$ cat src/rtl/qpp_pkg.sv
// ---------------------------------------------------------------------------
// qpp_pkg
//
// Shared constants and types for the QPP interleaver index generator.
//
// Contents:
//   IDX_W              width of every index / modular quantity (14 bits)
//   K_SMALL, K_LARGE   the two supported block sizes (1056, 6144)
//   F1_*, F2_*         QPP polynomial coefficients for each block size
//   G0_*               first difference pi(1) - pi(0) = (f1 + f2) mod K
//   D_*                second difference 2*f2 mod K (constant step of g)
//   state_t            FSM state encoding {IDLE, RUN}
//   sel_k/sel_g0/sel_d constant selection by the one-bit block-size select
// ---------------------------------------------------------------------------
package qpp_pkg;

    localparam int IDX_W = 14;

    typedef logic [IDX_W-1:0] idx_t;

    // Block sizes and polynomial coefficients.
    localparam idx_t K_SMALL  = IDX_W'(1056);
    localparam idx_t K_LARGE  = IDX_W'(6144);
    localparam idx_t F1_SMALL = IDX_W'(17);
    localparam idx_t F2_SMALL = IDX_W'(66);
    localparam idx_t F1_LARGE = IDX_W'(263);
    localparam idx_t F2_LARGE = IDX_W'(480);

    // pi(i+1) - pi(i) = f1 + f2*(2i+1); starting at i=0 it is f1+f2 and it
    // grows by 2*f2 every step, so two modular adders replace the multiply.
    localparam idx_t G0_SMALL = IDX_W'((1056'(F1_SMALL) + 1056'(F2_SMALL)) % 1056'(K_SMALL));
    localparam idx_t G0_LARGE = IDX_W'((1056'(F1_LARGE) + 1056'(F2_LARGE)) % 1056'(K_LARGE));
    localparam idx_t D_SMALL  = IDX_W'((1056'(F2_SMALL) * 2) % 1056'(K_SMALL));
    localparam idx_t D_LARGE  = IDX_W'((1056'(F2_LARGE) * 2) % 1056'(K_LARGE));

    typedef enum logic {
        IDLE = 1'b0,
        RUN  = 1'b1
    } state_t;

    // Block-size select: 0 selects K_SMALL, 1 selects K_LARGE.
    function automatic idx_t sel_k(input logic k_sel);
        return k_sel ? K_LARGE : K_SMALL;
    endfunction

    function automatic idx_t sel_g0(input logic k_sel);
        return k_sel ? G0_LARGE : G0_SMALL;
    endfunction

    function automatic idx_t sel_d(input logic k_sel);
        return k_sel ? D_LARGE : D_SMALL;
    endfunction

endpackage

$ cat src/rtl/qpp_mod_add.sv
// ---------------------------------------------------------------------------
// qpp_mod_add
//
// Modular adder: sum = (a + b) mod modulus, for operands already reduced
// below the modulus. With both operands < modulus the raw sum is < 2*modulus,
// so a single conditional subtract is a full reduction. The largest sum
// (6143 + 6143) fits in 14 bits, so no carry bit is needed.
//
// Ports:
//   a        in  14  first operand, 0..modulus-1
//   b        in  14  second operand, 0..modulus-1
//   modulus  in  14  block size K
//   sum      out 14  (a + b) mod modulus
// ---------------------------------------------------------------------------
module qpp_mod_add
    import qpp_pkg::*;
(
    input  logic [IDX_W-1:0] a,
    input  logic [IDX_W-1:0] b,
    input  logic [IDX_W-1:0] modulus,
    output logic [IDX_W-1:0] sum
);

    logic [IDX_W-1:0] raw;

    assign raw = a + b;
    assign sum = (raw >= modulus) ? (raw - modulus) : raw;

endmodule

$ cat src/rtl/qpp_index_stream.sv
// ---------------------------------------------------------------------------
// qpp_index_stream
//
// Sequential QPP index generator. After a start request it emits, one pair
// per clock, the natural index i and the interleaved index
// pi(i) = (f1*i + f2*i^2) mod K, for i = 0..K-1, with K chosen by k at
// start. pi is built incrementally: pi += g, g += 2*f2, all modulo K.
//
// Handshake: ready is a start request, taken only while the generator is
// idle; valid marks each of the K consecutive output pairs, last marks the
// final pair (i = K-1). There is no back-pressure: once started, a block
// streams to completion unless reset aborts it.
//
// Ports:
//   clock   in  1   system clock, rising edge
//   reset   in  1   synchronous active-low reset
//   k       in  1   block size select (0: K=1056, 1: K=6144), taken at start
//   ready   in  1   start request, honoured only when idle
//   idx     out 14  natural index i
//   pi_idx  out 14  interleaved index pi(i)
//   valid   out 1   idx/pi_idx meaningful this cycle
//   last    out 1   final pair of the block
//   busy    out 1   block in progress (aligned with valid)
// ---------------------------------------------------------------------------
module qpp_index_stream
    import qpp_pkg::*;
(
    input  logic             clock,
    input  logic             reset,
    input  logic             k,
    input  logic             ready,
    output logic [IDX_W-1:0] idx,
    output logic [IDX_W-1:0] pi_idx,
    output logic             valid,
    output logic             last,
    output logic             busy
);

    // Generator state. The output registers below trail this by one cycle,
    // which gives the one-cycle start latency and keeps every output a
    // plain flop.
    state_t           state_q, state_d;
    logic [IDX_W-1:0] i_q, i_d;
    logic [IDX_W-1:0] pi_q, pi_d;
    logic [IDX_W-1:0] g_q, g_d;
    logic             k_r_q, k_r_d;

    logic [IDX_W-1:0] k_mod;
    logic [IDX_W-1:0] d_step;
    logic [IDX_W-1:0] pi_next;
    logic [IDX_W-1:0] g_next;
    logic             final_pair;

    // Constants follow the latched select, so k may change freely mid-block.
    assign k_mod      = sel_k(k_r_q);
    assign d_step     = sel_d(k_r_q);
    assign final_pair = (i_q == (k_mod - IDX_W'(1)));

    qpp_mod_add u_pi_add (
        .a       (pi_q),
        .b       (g_q),
        .modulus (k_mod),
        .sum     (pi_next)
    );

    qpp_mod_add u_g_add (
        .a       (g_q),
        .b       (d_step),
        .modulus (k_mod),
        .sum     (g_next)
    );

    // Next-state logic.
    always_comb begin
        state_d = state_q;
        i_d     = i_q;
        pi_d    = pi_q;
        g_d     = g_q;
        k_r_d   = k_r_q;

        case (state_q)
            IDLE: begin
                if (ready) begin
                    k_r_d   = k;
                    i_d     = '0;
                    pi_d    = '0;
                    g_d     = sel_g0(k);
                    state_d = RUN;
                end
            end
            RUN: begin
                if (final_pair) begin
                    // Park the counters at zero so the idle outputs read 0.
                    i_d     = '0;
                    pi_d    = '0;
                    g_d     = '0;
                    state_d = IDLE;
                end else begin
                    i_d  = i_q + IDX_W'(1);
                    pi_d = pi_next;
                    g_d  = g_next;
                end
            end
            default: begin
                state_d = IDLE;
            end
        endcase
    end

    // Generator registers.
    always_ff @(posedge clock) begin
        if (!reset) begin
            state_q <= IDLE;
            i_q     <= '0;
            pi_q    <= '0;
            g_q     <= '0;
            k_r_q   <= 1'b0;
        end else begin
            state_q <= state_d;
            i_q     <= i_d;
            pi_q    <= pi_d;
            g_q     <= g_d;
            k_r_q   <= k_r_d;
        end
    end

    // Output registers: present the pair the generator holds this cycle.
    always_ff @(posedge clock) begin
        if (!reset) begin
            idx    <= '0;
            pi_idx <= '0;
            valid  <= 1'b0;
            last   <= 1'b0;
            busy   <= 1'b0;
        end else if (state_q == RUN) begin
            idx    <= i_q;
            pi_idx <= pi_q;
            valid  <= 1'b1;
            last   <= final_pair;
            busy   <= 1'b1;
        end else begin
            idx    <= '0;
            pi_idx <= '0;
            valid  <= 1'b0;
            last   <= 1'b0;
            busy   <= 1'b0;
        end
    end

endmodule

$ cat config.mk
export PLATFORM = sky130hd
export DESIGN_NAME = qpp_index_stream
export DESIGN_NICKNAME = d
export VERILOG_FILES = /design/src/rtl/qpp_pkg.sv /design/src/rtl/qpp_mod_add.sv /design/src/rtl/qpp_index_stream.sv
export SDC_FILE = /design/constraint.sdc
export NUM_CORES = 1
export LEC_CHECK = 0
export CORE_UTILIZATION = 59
export DETAILED_ROUTE_END_ITERATION = 7
export PLACE_DENSITY = 0.87
export SYNTH_ARGS = -nofsm -noshare
export SYNTH_HDL_FRONTEND = slang
export SYNTH_SLANG_ARGS = --single-unit
export TNS_END_PERCENT = 20
$ cat constraint.sdc
create_clock -name clock -period 4.7 [get_ports clock]
set_clock_uncertainty 0.1 [all_clocks]
set_input_delay 0.47 -clock clock [delete_from_list [all_inputs] [get_ports clock]]
set_output_delay 0.47 -clock clock [all_outputs]
set_load 0.01 [all_outputs]
==> impl_metrics.sql, run 1 <==
INSERT INTO impl_metrics (metric_group, metric, value, unit) VALUES
('cts', 'cts.clk_slew.worst_paths', '0.08', 'ns'),
('logic_synthesis', 'syn_area_per_cell', '8.66', 'um2'),
('power_and_ir_drop', 'power.total', '2.05', 'mW'),
('route', 'wl_per_cell', '17.0', 'um'),
('floorplanning', 'io_pins', '35', ''),
('logic_synthesis', 'netlist-cell-type-count', '72', ''),
('cts', 'cts.sinks', '73', ''),
('cts', 'worst_skew_pair.late_latency', '0.36', 'ns'),
('sta', 'post-route-period-util', '92.7', '%'),
('final_layout', 'antenna_cells', '0', ''),
('logic_synthesis', 'synth_enable_flop_cells', '0', ''),
('route', 'violation_count_after_the_first_detailed_route_iteration', '396', ''),
('sta', 'setup_viol', '0', ''),
('worst_setup_path', 'critPathKind', 'register to register', ''),
('placement', 'detailedPlace.worstSlack', '0.297', 'ns'),
('cts', 'post_cts_buffers', '0', ''),
('logic_synthesis', 'post_synth_mux_area_share', '2.35', '%'),
('cts', 'tritoncts', 'yes', ''),
('cts', 'buffer_levels_on_the_longest_clock_path', '2', ''),
('sta', 'maximum_clock_frequency', '0.230', 'GHz'),
('power_and_ir_drop', 'power-per-cell-area', '413', 'nW/um2'),
('route', 'routed_wl', '10700', 'um'),
('route', 'drt_drc_violations_left', '0', ''),
('logic_synthesis', 'post_synth_inst_count', '504', ''),
('power_and_ir_drop', 'power.static_leakage', '2.10', 'nW'),
('logic_synthesis', 'async_flop_share', '0', '%'),
('worst_setup_path', 'startpoint_type', 'register', ''),
('grt', 'groute.usage.overall', '29.0', '%'),
('floorplanning', 'die_height', '88.0', 'um'),
('worst_setup_path', 'timing.rr.end', 'g_q[6]', ''),
('route', 'dr_total_vias', '3943', ''),
('sta', 'timing.final.hold_violations', '0', ''),
('placement', 'io_buffers', '34', ''),
('final_layout', 'fin_util', '71.1', '%'),
('placement', 'post-dp-hpwl', '7240', 'um'),
('logic_synthesis', 'synth.cell_area', '4370', 'um2'),
('worst_setup_path', 'critical_path_arrival', '4.55', 'ns'),
('hold_path', 'hold_removal_path_class', 'register to register', ''),
('logic_synthesis', 'synth.net_count', '538', ''),
('final_layout', 'design.final.nets', '561', ''),
('worst_setup_path', 'required_time_at_the_endpoint_of_the_critical_path', '4.89', 'ns'),
('hold_path', 'hold-path-cell-count', '2', ''),
('floorplanning', 'placeable_core_region', '6980', 'um2'),
('floorplanning', 'placement_rows', '30', ''),
('hold_path', 'holdPathEnd', 'pi_q[10]', ''),
('worst_setup_path', 'end_kind', 'register', ''),
('floorplanning', 'die_width', '88.0', 'um'),
('grt', 'grt_pass1_vias', '3638', ''),
('logic_synthesis', 'synth.yosys.seq_area_share', '33.5', '%'),
('logic_synthesis', 'yosys.area_share.simple', '25.8', '%'),
('route', 'first_pass_iters', '5', ''),
('logic_synthesis', 'synth_compound_area_share', '19.6', '%'),
('floorplanning', 'design.die.area', '7750', 'um2'),
('cts', 'clock_tree.root_cell', 'sky130_fd_sc_hd__clkbuf_8', ''),
('logic_synthesis', 'yosys_most_used_dff', 'sky130_fd_sc_hd__dfxtp_1', ''),
('placement', 'place_inst', '612', ''),
('hold_path', 'worstHoldStart', 'pi_q[10]', ''),
('sta', 'final.min_clock_period', '4.36', 'ns'),
('worst_setup_path', 'origin_of_the_critical_flop_to_flop_path', 'k_r_q', ''),
('grt', 'grt_first_pass_wirelength', '17300', 'um'),
('outcome', 'status', 'finished clean', ''),
('route', 'final_antenna_net_count', '0', ''),
('sta', 'setup-tns-final', '0', 'ns'),
('sta', 'layout_setup_ws', '0.344', 'ns'),
('placement', 'gp_congestion', '0.921', ''),
('final_layout', 'post_route_cells_drive_above_1_share', '7.33', '%'),
('flow_run', 'cap_violations', '0', ''),
('sta', 'worst_pin_slew', '0.830', 'ns'),
('grt', 'grt_max_degree', '41', ''),
('grt', 'antenna_found_initial', '0', ''),
('final_layout', 'area_growth_syn_to_layout', '13.7', '%');
-- critical path: stages (launching register included) --
cell and delay, ns:
sky130_fd_sc_hd__dfxtp_1 0.55, sky130_fd_sc_hd__inv_1 0.25, sky130_fd_sc_hd__ha_1 0.27, sky130_fd_sc_hd__ha_1 0.24
sky130_fd_sc_hd__nand3_1 0.15, sky130_fd_sc_hd__o21ai_1 0.15, sky130_fd_sc_hd__a31oi_1 0.37, sky130_fd_sc_hd__nor3_1 0.10
sky130_fd_sc_hd__xnor2_1 0.24, sky130_fd_sc_hd__inv_1 0.08, sky130_fd_sc_hd__ha_1 0.25, sky130_fd_sc_hd__or4_1 0.52
sky130_fd_sc_hd__nand3_1 0.17, sky130_fd_sc_hd__a31o_2 0.37, sky130_fd_sc_hd__mux2_1 0.36, sky130_fd_sc_hd__o21ai_1 0.11
-- placed cells by master, fill, tap and decap left out, types with 7 or more instances in the layout --
cell                              instances
sky130_fd_sc_hd__o21ai_0                 19
sky130_fd_sc_hd__nand2_1                 35
sky130_fd_sc_hd__o21ai_1                  7
sky130_fd_sc_hd__nor2b_1                 13
sky130_fd_sc_hd__and2_1                   8
sky130_fd_sc_hd__dfxtp_1                 73
sky130_fd_sc_hd__xor2_1                  16
sky130_fd_sc_hd__ha_1                    29
sky130_fd_sc_hd__and3_1                  34
sky130_fd_sc_hd__a21oi_1                 20
sky130_fd_sc_hd__xnor2_1                 13
sky130_fd_sc_hd__a22oi_1                  9
sky130_fd_sc_hd__nand3_1                 21
sky130_fd_sc_hd__a31oi_1                  9
sky130_fd_sc_hd__mux2i_1                  8
sky130_fd_sc_hd__inv_1                   14
sky130_fd_sc_hd__clkbuf_8                 9
sky130_fd_sc_hd__clkdlybuf4s50_1         34
sky130_fd_sc_hd__nor3_1                  13
sky130_fd_sc_hd__nor2_1                  38
-- layer usage --
metal	track usage (%)	share of wire (%)	routed length (um)
met4	12.5	1.7	180
met2	45.2	46	4900
met1	39.0	45	4830
met3	5.84	7.3	778
met5	0	0	0
-- state kept, by name (all words and copies together), names as in the netlist --
signal   count
busy         1
last         1
k_r_q        1
pi_idx      14
i_q         14
idx         14
pi_q        14
state_q      1
g_q         13
-- power breakdown --
group          internal (mW)  switching (mW)
clock network          0.355           0.250
registers              0.660          0.0451
logic                  0.311           0.431
total                   1.33           0.726
-- cell usage after synthesis, types with 4 or more instances --
cell	instances	area share, %
sky130_fd_sc_hd__inv_1	14	1.2
sky130_fd_sc_hd__nor3_1	13	1.5
sky130_fd_sc_hd__or4_1	5	0.86
sky130_fd_sc_hd__nor2b_1	13	1.9
sky130_fd_sc_hd__o21a_1	4	0.69
sky130_fd_sc_hd__o21ai_0	21	2.4
sky130_fd_sc_hd__a22oi_1	9	1.5
sky130_fd_sc_hd__nand3_1	21	2.4
sky130_fd_sc_hd__a32oi_1	4	0.80
sky130_fd_sc_hd__a31oi_1	9	1.3
sky130_fd_sc_hd__and2_1	8	1.1
sky130_fd_sc_hd__buf_6	4	1.0
sky130_fd_sc_hd__and3_1	34	4.9
sky130_fd_sc_hd__nand4_1	6	0.86
sky130_fd_sc_hd__mux2i_1	8	1.8
sky130_fd_sc_hd__nor4_1	5	0.72
sky130_fd_sc_hd__a21oi_1	20	2.3
sky130_fd_sc_hd__o21ai_1	5	0.57
sky130_fd_sc_hd__nor2_1	38	3.3
sky130_fd_sc_hd__dfxtp_1	73	33
sky130_fd_sc_hd__o211ai_1	6	1.0
sky130_fd_sc_hd__xnor2_1	13	2.6
sky130_fd_sc_hd__xor2_1	16	3.2
sky130_fd_sc_hd__nand2_1	35	3.0
sky130_fd_sc_hd__clkbuf_1	19	1.6
sky130_fd_sc_hd__ha_1	29	8.3
-- worst max-delay path by stage --
| stage | startpoint | end | slack [ns] | cells past startpoint |
|---|---|---|---|---|
| 6_report | k_r_q | g_q[6] | 0.34 | 15 |
| 2_1_floorplan | k_r_q | g_q[6] | 0.91 | 16 |
| 3_5_place_dp | k_r_q | g_q[6] | 0.30 | 15 |
| 4_1_cts | k_r_q | g_q[6] | 0.25 | 15 |
| 3_3_place_gp | k_r_q | g_q[6] | 0.50 | 15 |
| 5_1_grt | k_r_q | g_q[6] | 0.02 | 15 |
-- cells by family after synthesis --
logic type,count (synthesis)
fa+ha+maj,30
flops,73
simple gates,204
buf+inv,40
compound gates,118
xor+xnor,29
mux,10
-- repair_timing --
item	in CTS	in global routing
endpoints found under the setup margin	0	7
hold buffers	0	0
gates resized for setup	0	2
-- per-stage QoR --
stage	hold slack, ns	cell area [um2]
6_report	0.389	4970
5_1_grt	0.415	4970
4_1_cts	0.386	4970
3_5_place_dp	0.370	4720
3_3_place_gp	0.364	4720
2_1_floorplan	0.341	4370
-- cell type report --
cell class,instances,area [um2]
clock inverter,6,115
tap,96,120
sequential,73,1460
multi-input combinational,391,2720
timing repair buffer,38,370
inverter,14,52.6
fill,543,2020
clock buffer,10,128
No activity file was read; power rests on OpenSTA's default activity.
==> run 2: changes to the inputs <==
Settings changed: CORE_UTILIZATION 59 to 53, PLACE_DENSITY 0.87 to 0.83.
Clock period 4.7 ns to 3.8 ns, I/O delays scaled along.
==> impl_metrics.sql, run 2 (synthesis results as in run 1) <==
INSERT INTO impl_metrics (metric_group, metric, value, unit) VALUES
('outcome', 'status', 'finished clean', ''),
('placement', 'io_buffers', '34', ''),
('route', 'first_pass_iters', '5', ''),
('route', 'dr_total_vias', '4119', ''),
('floorplanning', 'die_height', '92.8', 'um'),
('floorplanning', 'starting_density_of_the_core', '55.6', '%'),
('placement', 'gp_congestion', '0.900', ''),
('final_layout', 'design.final.nets', '587', ''),
('final_layout', 'antenna_cells', '0', ''),
('route', 'violation_count_after_the_first_detailed_route_iteration', '362', ''),
('grt', 'groute.usage.overall', '26.9', '%'),
('worst_setup_path', 'timing.critical_path.cells', 'ha_2, fa_2, a211oi_2, o21ai_2, a21oi_2, o211ai_1, a31oi_1, xnor2_1, ha_1, nand3_1, a31oi_2, nor4_4, buf_4, or3b_1, o21ai_1', ''),
('worst_setup_path', 'worst_r2r_path_depth', '15', ''),
('grt', 'aggregate_global_routing_overflow', '0', ''),
('cts', 'numCtsBuffers', '9', ''),
('cts', 'cts.clk_slew.worst_paths', '0.09', 'ns'),
('worst_setup_path', 'path_delay_family', 'compound AO/OA/AOI/OAI gates', ''),
('grt', 'antenna_found_initial', '0', ''),
('sta', 'setup-tns-final', '0', 'ns'),
('grt', 'grt_first_pass_wirelength', '18500', 'um'),
('power_and_ir_drop', 'ir_drop', '0.245', 'mV'),
('grt', 'global_route.usage.met2', '46.1', '%'),
('worst_setup_path', 'startpoint_type', 'register', ''),
('worst_setup_path', 'critical_path_arrival', '3.93', 'ns'),
('worst_setup_path', 'worst-path-buf-inv', '1', ''),
('worst_setup_path', 'number_of_cells_on_the_critical_path', '15', ''),
('floorplanning', 'placement_rows', '32', ''),
('final_layout', 'layout_common_cells', 'sky130_fd_sc_hd__dfxtp_1 (72), sky130_fd_sc_hd__nor2_1 (38), sky130_fd_sc_hd__nand2_1 (35)', ''),
('grt', 'global_route.usage.met3', '4.02', '%'),
('route', 'final_antenna_net_count', '0', ''),
('route', 'via_per_inst', '6.24', ''),
('final_layout', 'layout_commonest_cell', 'sky130_fd_sc_hd__dfxtp_1', ''),
('floorplanning', 'die_width', '92.8', 'um'),
('final_layout', 'area_growth_syn_to_layout', '19.9', '%'),
('route', 'drt_drc_violations_left', '0', ''),
('cts', 'clock_tree.root_cell', 'sky130_fd_sc_hd__clkbuf_8', ''),
('cts', 'cts-htree-levels', '3', ''),
('worst_setup_path', 'crit_slowest_cell', 'sky130_fd_sc_hd__dfxtp_4', ''),
('cts', 'cts.sinks', '73', ''),
('final_layout', 'design_area', '5240', 'um2'),
('placement', 'dpl-instance-area', '4910', 'um2'),
('sta', 'post-route-period-util', '98.7', '%'),
('worst_setup_path', 'required_time_at_the_endpoint_of_the_critical_path', '3.98', 'ns'),
('grt', 'grt_pass1_vias', '3923', ''),
('sta', 'final_max_slew_viol_count', '0', ''),
('cts', 'cts-hold-fix-buffers', '0', ''),
('worst_setup_path', 'critPathMaxStageDelay', '0.39', 'ns'),
('hold_path', 'hold_removal_path_class', 'register to register', ''),
('grt', 'grt-busiest-layer', 'met2', ''),
('sta', 'timing.final.hold_violations', '0', ''),
('floorplanning', 'io_pins', '35', ''),
('grt', 'global_route.usage.met1', '32.5', '%'),
('placement', 'post-dp-hpwl', '7990', 'um'),
('sta', 'relSlewSlack', '53.6', '%'),
('flow_run', 'cap_violations', '0', ''),
('cts', 'worst_skew_pair.late_latency', '0.36', 'ns'),
('sta', 'maximum_clock_frequency', '0.267', 'GHz'),
('worst_setup_path', 'critPathMaxFanout', '7', ''),
('power_and_ir_drop', 'power-per-cell-area', '494', 'nW/um2'),
('sta', 'worst_pin_slew', '0.696', 'ns'),
('sta', 'final.min_clock_period', '3.75', 'ns'),
('hold_path', 'hold-path-cell-count', '2', ''),
('power_and_ir_drop', 'power.static_leakage', '2.26', 'nW'),
('worst_setup_path', 'end_kind', 'register', ''),
('cts', 'buffer_levels_on_the_longest_clock_path', '2', ''),
('final_layout', 'post_route_cells_drive_above_1_share', '14.0', '%'),
('floorplanning', 'placeable_core_region', '7850', 'um2'),
('route', 'wl_per_cell', '17.1', 'um'),
('grt', 'grt_max_degree', '42', ''),
('cts', 'tritoncts', 'yes', ''),
('route', 'routed_wl', '11300', 'um'),
('worst_setup_path', 'critPathKind', 'register to register', ''),
('floorplanning', 'design.die.area', '8610', 'um2'),
('sta', 'setup_viol', '0', '');
## run 2: cell count changes in the layout (fill, tap and decap cells not counted), sizes merged
| cell | previous run | this run |
|---|---|---|
| bufinv | 3 | 2 |
| inv | 15 | 18 |
| buf | 4 | 30 |
| clkinvlp | 1 | 0 |
| clkinv | 1 | 0 |
## run 2: routing by layer
metal,part of all wire (%),up-vias
li1,-,1961
met1,43,1933
met2,48,195
met3,6.3,30
met4,2.6,0
met5,0,-
## run 2: where the power goes
group	leakage [nW]	switching, mW	internal [mW]
logic	1.55	0.558	0.441
registers	0.593	0.0543	0.816
clock network	0.118	0.323	0.397
total	2.26	0.934	1.65
## run 2: repair_timing
item                                   in CTS  in global routing
gates resized for setup                     3                 17
cloned                                      0                  0
setup endpoints to repair                   5                 17
endpoints found under the hold margin       0                  0
pin swaps                                   1                  7
buffers inserted                            0                  2
## run 2: area by class of cell
type,count,area (um2)
Fill cell,643,2610
Clock inverter,6,95.1
Multi-Input combinational cell,391,2790
Tap cell,102,128
Clock buffer,10,138
Timing Repair Buffer,64,566
Inverter,14,52.6
Sequential cell,73,1470
## run 2: path summary, 6_finish.rpt
path                                from        to  slack, ns
worst max-delay path              g_q[0]  pi_q[11]       0.05
worst min-delay path            pi_q[10]  pi_q[10]       0.39
worst max register to register    g_q[0]  pi_q[11]       0.05
worst min register to register  pi_q[10]  pi_q[10]       0.39
## run 2: tightest hold or removal path: cells and delay by family, from the launching register on
| kind | cells | cell delay, ns |
|---|---|---|
| flops | 1 | 0.34 |
| compound gates | 1 | 0.05 |
| simple gates | 1 | 0.06 |
## run 2: stage by stage
step | setup WS [ns] | instances | power [mW] | utilization [%] | hold slack [ns]
2_1_floorplan | 0.00596 | 504 | 1.61 | - | 0.341
3_3_place_gp | 0.0276 | 642 | 1.80 | 62.6 | 0.389
3_5_place_dp | -0.0240 | 642 | 1.83 | 62.6 | 0.384
4_1_cts | 0.0269 | 658 | 2.55 | 65.7 | 0.398
5_1_grt | -0.0539 | 660 | 2.72 | 66.7 | 0.423
6_report | 0.0500 | 660 | 2.59 | 66.7 | 0.394
